--- src/rtl/mlbmp_arbiter.sv ---
// -----------------------------------------------------------------------------
// mlbmp_arbiter
//
// Shares one single-port 64 KiB bitmap screen RAM between the display scan-out
// and a host access port. One bitmap byte is prefetched per 16-pixel group,
// ahead of the beam, and is presented on disp_val to the pixel serializer.
// Every RAM cycle that is not a display slot is free for host reads and writes.
//
// Ports
//   clk          pixel clock (one cycle per screen pixel)
//   rst          synchronous active-high reset
//   posx, posy   beam position from the VGA timing generator
//   mem_addr     RAM address, combinational from this cycle's grant
//   mem_we       RAM write strobe
//   mem_wdata    RAM write data (0 when no host write is issued)
//   mem_rdata    RAM read data, valid the cycle after its address
//   disp_val     bitmap byte for the current 16-pixel group
//   host_*       host request/ack port (see handshake note below)
//   o_dbg_state  current host FSM state (0 IDLE, 1 WAIT, 2 ACK)
//
// Host handshake: the host raises host_req with host_we/host_addr/host_wdata
// and holds all of them stable until it sees host_ack. host_ack is a one-cycle
// pulse; for reads host_rdata is valid in that cycle. A request that is still
// high during the ack cycle is not re-issued; the host must drop it (or present
// the next request) from the following cycle on. Reset abandons an access in
// flight without an ack.
// -----------------------------------------------------------------------------
module mlbmp_arbiter #(
   parameter int H_ACTIVE = 640,
   parameter int H_TOTAL  = 800,
   parameter int V_ACTIVE = 480,
   parameter int V_TOTAL  = 525
) (
   input  logic        clk,
   input  logic        rst,
   input  logic [9:0]  posx,
   input  logic [8:0]  posy,
   output logic [15:0] mem_addr,
   output logic        mem_we,
   output logic [7:0]  mem_wdata,
   input  logic [7:0]  mem_rdata,
   output logic [7:0]  disp_val,
   input  logic        host_req,
   input  logic        host_we,
   input  logic [15:0] host_addr,
   input  logic [7:0]  host_wdata,
   output logic        host_ack,
   output logic [7:0]  host_rdata,
   output logic [1:0]  o_dbg_state
);

   typedef enum logic [1:0] {
      ST_IDLE = 2'd0,
      ST_WAIT = 2'd1,
      ST_ACK  = 2'd2
   } host_state_t;

   localparam logic [9:0] LP_MID_LIMIT = 10'(H_ACTIVE - 16);
   localparam logic [9:0] LP_HACT_M1   = 10'(H_ACTIVE - 1);
   localparam logic [9:0] LP_LS_X      = 10'(H_TOTAL - 4);
   localparam logic [9:0] LP_H_LAST    = 10'(H_TOTAL - 1);
   localparam logic [8:0] LP_V_ACT     = 9'(V_ACTIVE);
   localparam logic [8:0] LP_V_LAST    = 9'(V_TOTAL - 1);

   host_state_t r_state;
   logic        r_pf_cap;
   logic [7:0]  r_prefetch;
   logic [7:0]  r_disp_val;
   logic        r_host_ack;
   logic [7:0]  r_host_rdata;
   logic [15:0] r_last_addr;

   logic        w_slot_mid;
   logic        w_slot_ls;
   logic        w_slot;
   logic        w_issue;
   logic        w_load;
   logic [8:0]  w_next_y;
   logic [5:0]  w_mid_col;
   logic [15:0] w_disp_addr;

   // Mid-line slot fetches the next group's byte four pixels before the group
   // boundary; the line-start slot fetches column 0 of the coming line.
   assign w_mid_col  = posx[9:4] + 6'd1;
   assign w_next_y   = (posy == LP_V_LAST) ? 9'd0 : posy + 9'd1;
   assign w_slot_mid = (posy < LP_V_ACT) && (posx[3:0] == 4'd12) && (posx < LP_MID_LIMIT);
   assign w_slot_ls  = (posx == LP_LS_X) && (w_next_y < LP_V_ACT);
   assign w_slot     = w_slot_mid | w_slot_ls;

   // Two scan lines share one bitmap row; address bits [7:6] stay zero.
   assign w_disp_addr = w_slot_ls ? {w_next_y[8:1], 8'h00}
                                  : {posy[8:1], 2'b00, w_mid_col};

   // Host issues only from IDLE and only in cycles the display does not own.
   assign w_issue = !rst && (r_state == ST_IDLE) && host_req && !w_slot;

   // disp_val advances at the end of every visible group except the last one
   // of the line, and at the end of the line to show column 0 of the next.
   assign w_load = ((posx[3:0] == 4'hF) && (posx < LP_HACT_M1) && (posy < LP_V_ACT))
                   || (posx == LP_H_LAST);

   always_comb begin
      mem_addr  = r_last_addr;
      mem_we    = 1'b0;
      mem_wdata = 8'h00;
      if (w_slot) begin
         mem_addr = w_disp_addr;
      end else if (w_issue) begin
         mem_addr  = host_addr;
         mem_we    = host_we;
         mem_wdata = host_wdata;
      end
   end

   always_ff @(posedge clk) begin
      if (rst) begin
         r_state      <= ST_IDLE;
         r_pf_cap     <= 1'b0;
         r_prefetch   <= 8'h00;
         r_disp_val   <= 8'h00;
         r_host_ack   <= 1'b0;
         r_host_rdata <= 8'h00;
         r_last_addr  <= 16'h0000;
      end else begin
         r_last_addr <= mem_addr;
         // RAM data for a display slot arrives one cycle after the slot.
         r_pf_cap    <= w_slot;
         if (r_pf_cap) begin
            r_prefetch <= mem_rdata;
         end
         if (w_load) begin
            r_disp_val <= r_prefetch;
         end
         r_host_ack <= 1'b0;
         case (r_state)
            ST_IDLE: begin
               if (w_issue) begin
                  r_state <= ST_WAIT;
               end
            end
            ST_WAIT: begin
               // Read data of the issue cycle is on mem_rdata now; for writes
               // this captures a don't-care.
               r_host_rdata <= mem_rdata;
               r_host_ack   <= 1'b1;
               r_state      <= ST_ACK;
            end
            ST_ACK: begin
               r_state <= ST_IDLE;
            end
            default: begin
               r_state <= ST_IDLE;
            end
         endcase
      end
   end

   assign disp_val    = r_disp_val;
   assign host_ack    = r_host_ack;
   assign host_rdata  = r_host_rdata;
   assign o_dbg_state = r_state;

endmodule

--- config.mk ---
export PLATFORM = sky130hd
export DESIGN_NAME = mlbmp_arbiter
export DESIGN_NICKNAME = d
export VERILOG_FILES = /design/src/rtl/mlbmp_arbiter.sv
export SDC_FILE = /design/constraint.sdc
export NUM_CORES = 1
export LEC_CHECK = 0
export CAP_MARGIN = 15
export CORE_MARGIN = 2
export CORE_UTILIZATION = 30
export DETAILED_ROUTE_END_ITERATION = 8
export PLACE_DENSITY = 0.65
export SETUP_SLACK_MARGIN = 0.05
export SYNTH_ARGS = -nofsm -noshare
export SYNTH_HDL_FRONTEND = slang
export SYNTH_SLANG_ARGS = --single-unit
--- constraint.sdc ---
create_clock -name clk -period 4.1 [get_ports clk]
set_input_delay 1.025 -clock clk [delete_from_list [all_inputs] [get_ports clk]]
set_output_delay 1.025 -clock clk [all_outputs]
set_load 0.03 [all_outputs]
==> results of run 1 <==
==> layout make-up <==
| class | count | area [um2] | share of cell area [%] |
|---|---|---|---|
| repair buffers | 151 | 1320 | 33.3 |
| well taps | 102 | 128 | 3.23 |
| clock inverters | 3 | 46.3 | 1.17 |
| inverters | 5 | 18.8 | 0.475 |
| multi-input cells | 205 | 1490 | 37.8 |
| clock buffers | 5 | 68.8 | 1.74 |
| flip-flops and latches | 44 | 881 | 22.3 |
==> kinds of logic after synthesis <==
group | Yosys count | share of synthesized area [%]
adders and majority gates | 4 | 2.09
DFF | 44 | 36.7
muxes | 33 | 13.8
AOI/OAI and AO/OA | 45 | 13.5
buffers and inverters | 25 | 4.80
and+or+nand+nor | 117 | 26.2
xor gates and xnor gates | 6 | 2.97
==> power groups by stage <==
stage                     Sequential (mW)  Combinational, mW  Clock [mW]
after floorplan                     0.467              0.126           0
after global placement              0.458              0.276           0
after detailed placement            0.458              0.278           0
after CTS                           0.448              0.282       0.358
after global routing                0.450              0.310       0.374
final                               0.448              0.289       0.348
==> stage by stage <==
step / power, mW / setup TNS [ns]
after floorplan: 0.593 / 0
after global placement: 0.733 / -3.93
after detailed placement: 0.736 / -4.75
after CTS: 1.09 / 0
after global routing: 1.13 / 0
final: 1.08 / 0
==> final timing paths <==
check / from / end / slack [ns] / cells past startpoint
min: host_rdata[2] / host_rdata[2] / 0.46 / 2
max: posx[6] / mem_addr[0] / 0.15 / 8
min reg2reg: host_rdata[2] / host_rdata[2] / 0.46 / 2
max reg2reg: o_dbg_state[0] / r_last_addr[11] / 2.42 / 6
==> state kept, by name, indices dropped and copies added (netlist names) <==
register     flops
disp_val         8
host_ack         1
host_rdata       8
o_dbg_state      2
r_last_addr     16
r_pf_cap         1
r_prefetch       8
==> Yosys cell counts (2+ instances only) <==
cell type / instances / area (um2)
dfxtp_1: 44 / 881
mux2i_1: 33 / 330
nand2_1: 30 / 113
nor2_1: 22 / 82.6
a21oi_1: 14 / 70.1
clkbuf_1: 12 / 45.0
nor2b_1: 11 / 68.8
and2_1: 9 / 56.3
nand3_1: 8 / 40.0
nand4_1: 6 / 37.5
nor3_1: 6 / 30.0
o22ai_1: 6 / 37.5
buf_2: 5 / 25.0
inv_1: 5 / 18.8
o211ai_1: 5 / 37.5
or3_1: 5 / 31.3
ha_1: 4 / 50.1
xnor2_1: 4 / 35.0
a31oi_1: 3 / 18.8
and3_1: 3 / 18.8
o21ai_0: 3 / 15.0
and2b_1: 2 / 15.0
and4_1: 2 / 17.5
buf_6: 2 / 22.5
nand2b_1: 2 / 12.5
nand3b_1: 2 / 15.0
o21a_1: 2 / 15.0
o21ai_2: 2 / 17.5
==> metal layers <==
layer  vias to the layer above  global-route usage [%]
li1                       1241                       -
met1                      1112                    21.8
met2                        99                    27.7
met3                        10                    4.51
met4                         0                    5.02
met5                         -                       0
==> what timing repair did <==
| action | 4_1_cts | 5_1_grt |
|---|---|---|
| pin swaps | 8 | 12 |
| endpoints found under the hold margin | 0 | 0 |
| endpoints found under the setup margin | 25 | 15 |
| resized for setup | 30 | 30 |
| buffers inserted | 3 | 3 |
==> worst max-delay path, delay by kind of cell <==
| family | cells | cell delay [ns] |
|---|---|---|
| buffers and inverters | 3 | 0.93 |
| and+or+nand+nor | 3 | 0.75 |
| AOI/OAI and AO/OA | 2 | 0.21 |
==> flow_summary.toml, run 1 <==
[placement]
dp_hpwl_um = 5630
pre_cts_slack_ns = -0.266
place_congestion = 0.831
port_buffers = 98
place_inst = 501
dpl_cell_area_um2 = 3710

[floorplan]
die_x_um = 93.4
num_rows = 32
initial_core_util_pct = 31.1
coreArea_um2 = 7730
die_area_um2 = 8730
die_h_um = 93.4
io-pin-count = 99

[hold_path]
hp-class = "flip-flop to flip-flop"

[layout]
final_core_util_pct = 51.1
final_cell_mix = "buf_4, clkdlybuf4s50_1, dfxtp_1"
area_growth_pct = 64.7
fin_cells = 515
fin_area_um2 = 3950
final_common_cell = "buf_4"
drive_above_1_share_pct = 29.1
nFillCells = 714
n_antenna_cell = 0
final_nets = 471

[logic_synthesis]
syn_nets = 333
seq_area_frac_synth_pct = 36.7
synth-main-ff-cell = "dfxtp_1"
syn_area_per_cell_um2 = 8.76
synth_seq_cells = 44
syn_inst = 274
yosysUniqueCellTypes = 50
synth_edf_count = 0
synth_area_um2 = 2400
yosysWarnings = 0
async_reset_ff_share_pct = 0

[power_and_ir_drop]
p_sw_mw = 0.316
ir_drop_v = 0.000167
p_leak_nw = 1.61
p_comb_share_pct = 26.6
clkPwrFrac_pct = 32.1
netSwitchingFraction_pct = 29.1
p_int_mw = 0.769
seqPwrFrac_pct = 41.3
power_density_nw_per_um2 = 274

[critical_path]
required_ns = 3.07
cp.arrival_ns = 2.93
cp_max_fo = 7
cp_slowest_cell = "clkdlybuf4s50_1"
cp-start-kind = "primary input"
cpPeakStageDelay_ns = 0.61
critPathCaptureType = "output port"
crit_path_cell_trace = "clkdlybuf4s50_1 > a211oi_2 > nand2b_1 > and3_1 > buf_4 > or3_1 > o21ai_2 > buf_6"
crit_type = "primary input to output port"

[timing]
finalCritPeriodShare_pct = 96.4
tightest_slew_ns = 0.587
finalHoldViolCount = 0
finalSetupViolations = 0
hold_ws_ns = 0.464
maxSlewViolCount = 0
fin_crit_ns = 3.95
rsz0062_at_grt = "no"
fin_ws_ns = 0.146
slew-limit-headroom_pct = 60.9
fmax_mhz = 253
fin_worst_skew_ns = 0.00297

[global_routing]
grt_usage_pct = 16.9
grt_overflow = 0
antenna_found_initial = 0
grt_pass1_vias = 2453
grt_max_degree = 44
grt_pass1_wl_um = 11800

[outcome]
status = "finished clean"

[clock_network]
cts.clk_slew.worst_paths_ns = 0.09
clock_path_buffers = 2
ctsHoldBuffers = 0
cts-root-buf = "clkbuf_8"
insertion_delay_ns = 0.30
cts_made_buffers = 5
clock_sinks = 44
cts_tree = "done"
h-tree-depth = 2

[drt]
wl_per_cell_um = 14.4
via_count = 2462
drc = 0
routed_wl_um = 7420
top_layer_used = "met4"
ant_nets = 0
wl_met1_um = 3240
initialDrtViolationCount = 95
dr.pass1.iters = 4
avgViaCountPerCell = 4.78
dr_wl_met3_um = 534
route.met2.wl_um = 3540

[run]
cap_violations = 0
No activity file was read; power rests on OpenSTA's default activity.
==> run 2: changes to the inputs <==
--- a/config.mk
+++ b/config.mk
@@ -5,7 +5,6 @@
 export SDC_FILE = /design/constraint.sdc
 export NUM_CORES = 1
 export LEC_CHECK = 0
-export CAP_MARGIN = 15
 export CORE_MARGIN = 2
 export CORE_UTILIZATION = 30
 export DETAILED_ROUTE_END_ITERATION = 8
==> results of run 2 <==
The final DEF is identical to that of run 1; final timing and power are the same.
==> run 3: changes to the inputs <==
--- a/config.mk
+++ b/config.mk
@@ -8,7 +8,7 @@
 export CORE_MARGIN = 2
 export CORE_UTILIZATION = 30
 export DETAILED_ROUTE_END_ITERATION = 8
-export PLACE_DENSITY = 0.65
+export PLACE_DENSITY = 0.68
 export SETUP_SLACK_MARGIN = 0.05
 export SYNTH_ARGS = -nofsm -noshare
 export SYNTH_HDL_FRONTEND = slang
==> constraint.sdc (replaced) <==
create_clock -name clk -period 3.6 [get_ports clk]
set_input_delay 0.9 -clock clk [delete_from_list [all_inputs] [get_ports clk]]
set_output_delay 0.9 -clock clk [all_outputs]
set_load 0.03 [all_outputs]
==> flow_summary.toml, run 3 (synthesis gave the netlist of run 1 again) <==
[critical_path]
startpoint = "posy[1]"
critPathCaptureType = "output port"
reg2reg_slack_ns = 1.74
crit_type = "primary input to output port"
required_ns = 2.70
r2r-start = "o_dbg_state[0]"
cp-endpoint = "mem_addr[11]"
reg2reg_depth = 8
cp-start-kind = "primary input"
cp_max_fo = 4
r2r_end = "r_last_addr[10]"
cp.arrival_ns = 2.67

[clock_network]
cts_tree = "done"
insertion_delay_ns = 0.30
cts.clk_slew.worst_paths_ns = 0.09
clock_path_buffers = 2
cts_made_buffers = 5
clock_sinks = 44
cts-root-buf = "clkbuf_8"
h-tree-depth = 2

[placement]
port_buffers = 98
dp_hpwl_um = 5780
place_congestion = 0.860
pre_cts_slack_ns = -0.455

[run]
cap_violations = 0

[layout]
final_cell_mix = "buf_4, clkdlybuf4s50_1, dfxtp_1"
n_antenna_cell = 0
regArea_um2 = 881
regMostFlops = "r_last_addr"
nFillCells = 683
final_nets = 489
largest_register_ffs = 16
final_common_cell = "buf_4"
multi_input_area_um2 = 1660
drive_above_1_share_pct = 39.0
area_growth_pct = 81.1

[power_and_ir_drop]
p_int_mw = 0.906
p_comb_share_pct = 29.2
p_total_mw = 1.28
power_density_nw_per_um2 = 295
ir_drop_v = 0.000151
p_leak_nw = 1.72
seqPwrFrac_pct = 39.8
netSwitchingFraction_pct = 29.4
clkPwrFrac_pct = 31.0
p_sw_mw = 0.378

[drt]
via_count = 2589
dr.pass1.iters = 4
avgViaCountPerCell = 4.86
initialDrtViolationCount = 113
routed_wl_um = 8210
drc = 0
wl_per_cell_um = 15.4
ant_nets = 0

[timing]
slew-limit-headroom_pct = 58.8
maxSlewViolCount = 0
finalHoldViolCount = 0
fin_worst_skew_ns = 0.0106
finalCritPeriodShare_pct = 99.1
tightest_slew_ns = 0.616
fin_ws_ns = 0.0321
finalSetupViolations = 0
fmax_mhz = 280
fin_crit_ns = 3.57
rsz0062_at_grt = "yes"
fin_tns_setup_ns = 0

[floorplan]
die_h_um = 93.4
die_area_um2 = 8730
initial_core_util_pct = 31.1
die_x_um = 93.4
num_rows = 32
io-pin-count = 99
coreArea_um2 = 7730

[outcome]
status = "finished clean"

[global_routing]
grt_pass1_wl_um = 12900
grt_usage_pct = 18.6
grt_pass1_vias = 2683
grt_overflow = 0
antenna_found_initial = 0
grt_max_degree = 44

[hold_path]
hp-class = "flip-flop to flip-flop"
run 3: cell count changes in the layout (fill, tap and decap cells not counted), moves of 4 or more:
cell and change:
buf_6 +11, dlygate4sd2_1 -7, buf_12 +6, buf_2 +4, o22ai_1 -4, o22ai_2 +4
run 3: power by group through the flow:
stage / registers [mW] / logic (mW) / clock network [mW]
after detailed placement: 0.521 / 0.331 / 0
after CTS: 0.510 / 0.351 / 0.406
after global routing: 0.513 / 0.401 / 0.424
after global placement: 0.521 / 0.329 / 0
after floorplan: 0.532 / 0.144 / 0
final: 0.511 / 0.375 / 0.397
run 3: worst min path at each step:
stage / to / depth (start not counted) / slack [ns] / from
finish: host_rdata[3] / 2 / 0.46 / host_rdata[3]
global route: host_rdata[2] / 2 / 0.49 / host_rdata[2]
CTS: host_rdata[3] / 2 / 0.46 / host_rdata[3]
detailed placement: host_rdata[3] / 2 / 0.45 / host_rdata[3]
global placement: host_rdata[4] / 2 / 0.44 / host_rdata[4]
floorplan: r_prefetch[0] / 2 / 0.46 / r_prefetch[0]
run 3: timing repair:
action / 4_1_cts / 5_1_grt
pin swaps: 16 / 20
hold buffers: 0 / 0
setup buffers: 13 / 5
setup endpoints to repair: 25 / 25
hold endpoints to repair: 0 / 0
resized for setup: 93 / 47
run 3: layer usage:
| metal | track usage [%] | wire length (um) | vias to the layer above |
|---|---|---|---|
| met3 | 2.98 | 480 | 8 |
| li1 | - | - | 1280 |
| met1 | 23.7 | 3480 | 1206 |
| met2 | 32.3 | 4150 | 95 |
| met5 | 0 | 0 | - |
| met4 | 5.51 | 94 | 0 |
run 3: worst max-delay path, cell delays in order:
cell	delay, ns
buf_8	0.10
buf_6	0.11
buf_6	0.11
inv_4	0.05
ha_4	0.11
or4b_4	0.47
nor4_4	0.17
buf_4	0.18
mux2i_1	0.08
o32a_1	0.23
buf_6	0.16
run 3: layout make-up:
type / instances / share of cell area (%)
repair buffers: 169 / 35.5
clock inverters: 3 / 1.07
clock buffers: 5 / 1.58
well taps: 102 / 2.94
multi-input cells: 205 / 38.1
flip-flops and latches: 44 / 20.3
inverters: 5 / 0.547
run 3: per-stage QoR:
stage / hold WS, ns / instance area (um2) / utilization [%] / instances
floorplan: 0.460 / 2400 / - / 274
global placement: 0.444 / 3810 / 49.3 / 508
detailed placement: 0.448 / 3810 / 49.3 / 508
CTS: 0.461 / 4160 / 53.9 / 529
global route: 0.487 / 4350 / 56.2 / 533
finish: 0.458 / 4350 / 56.2 / 533
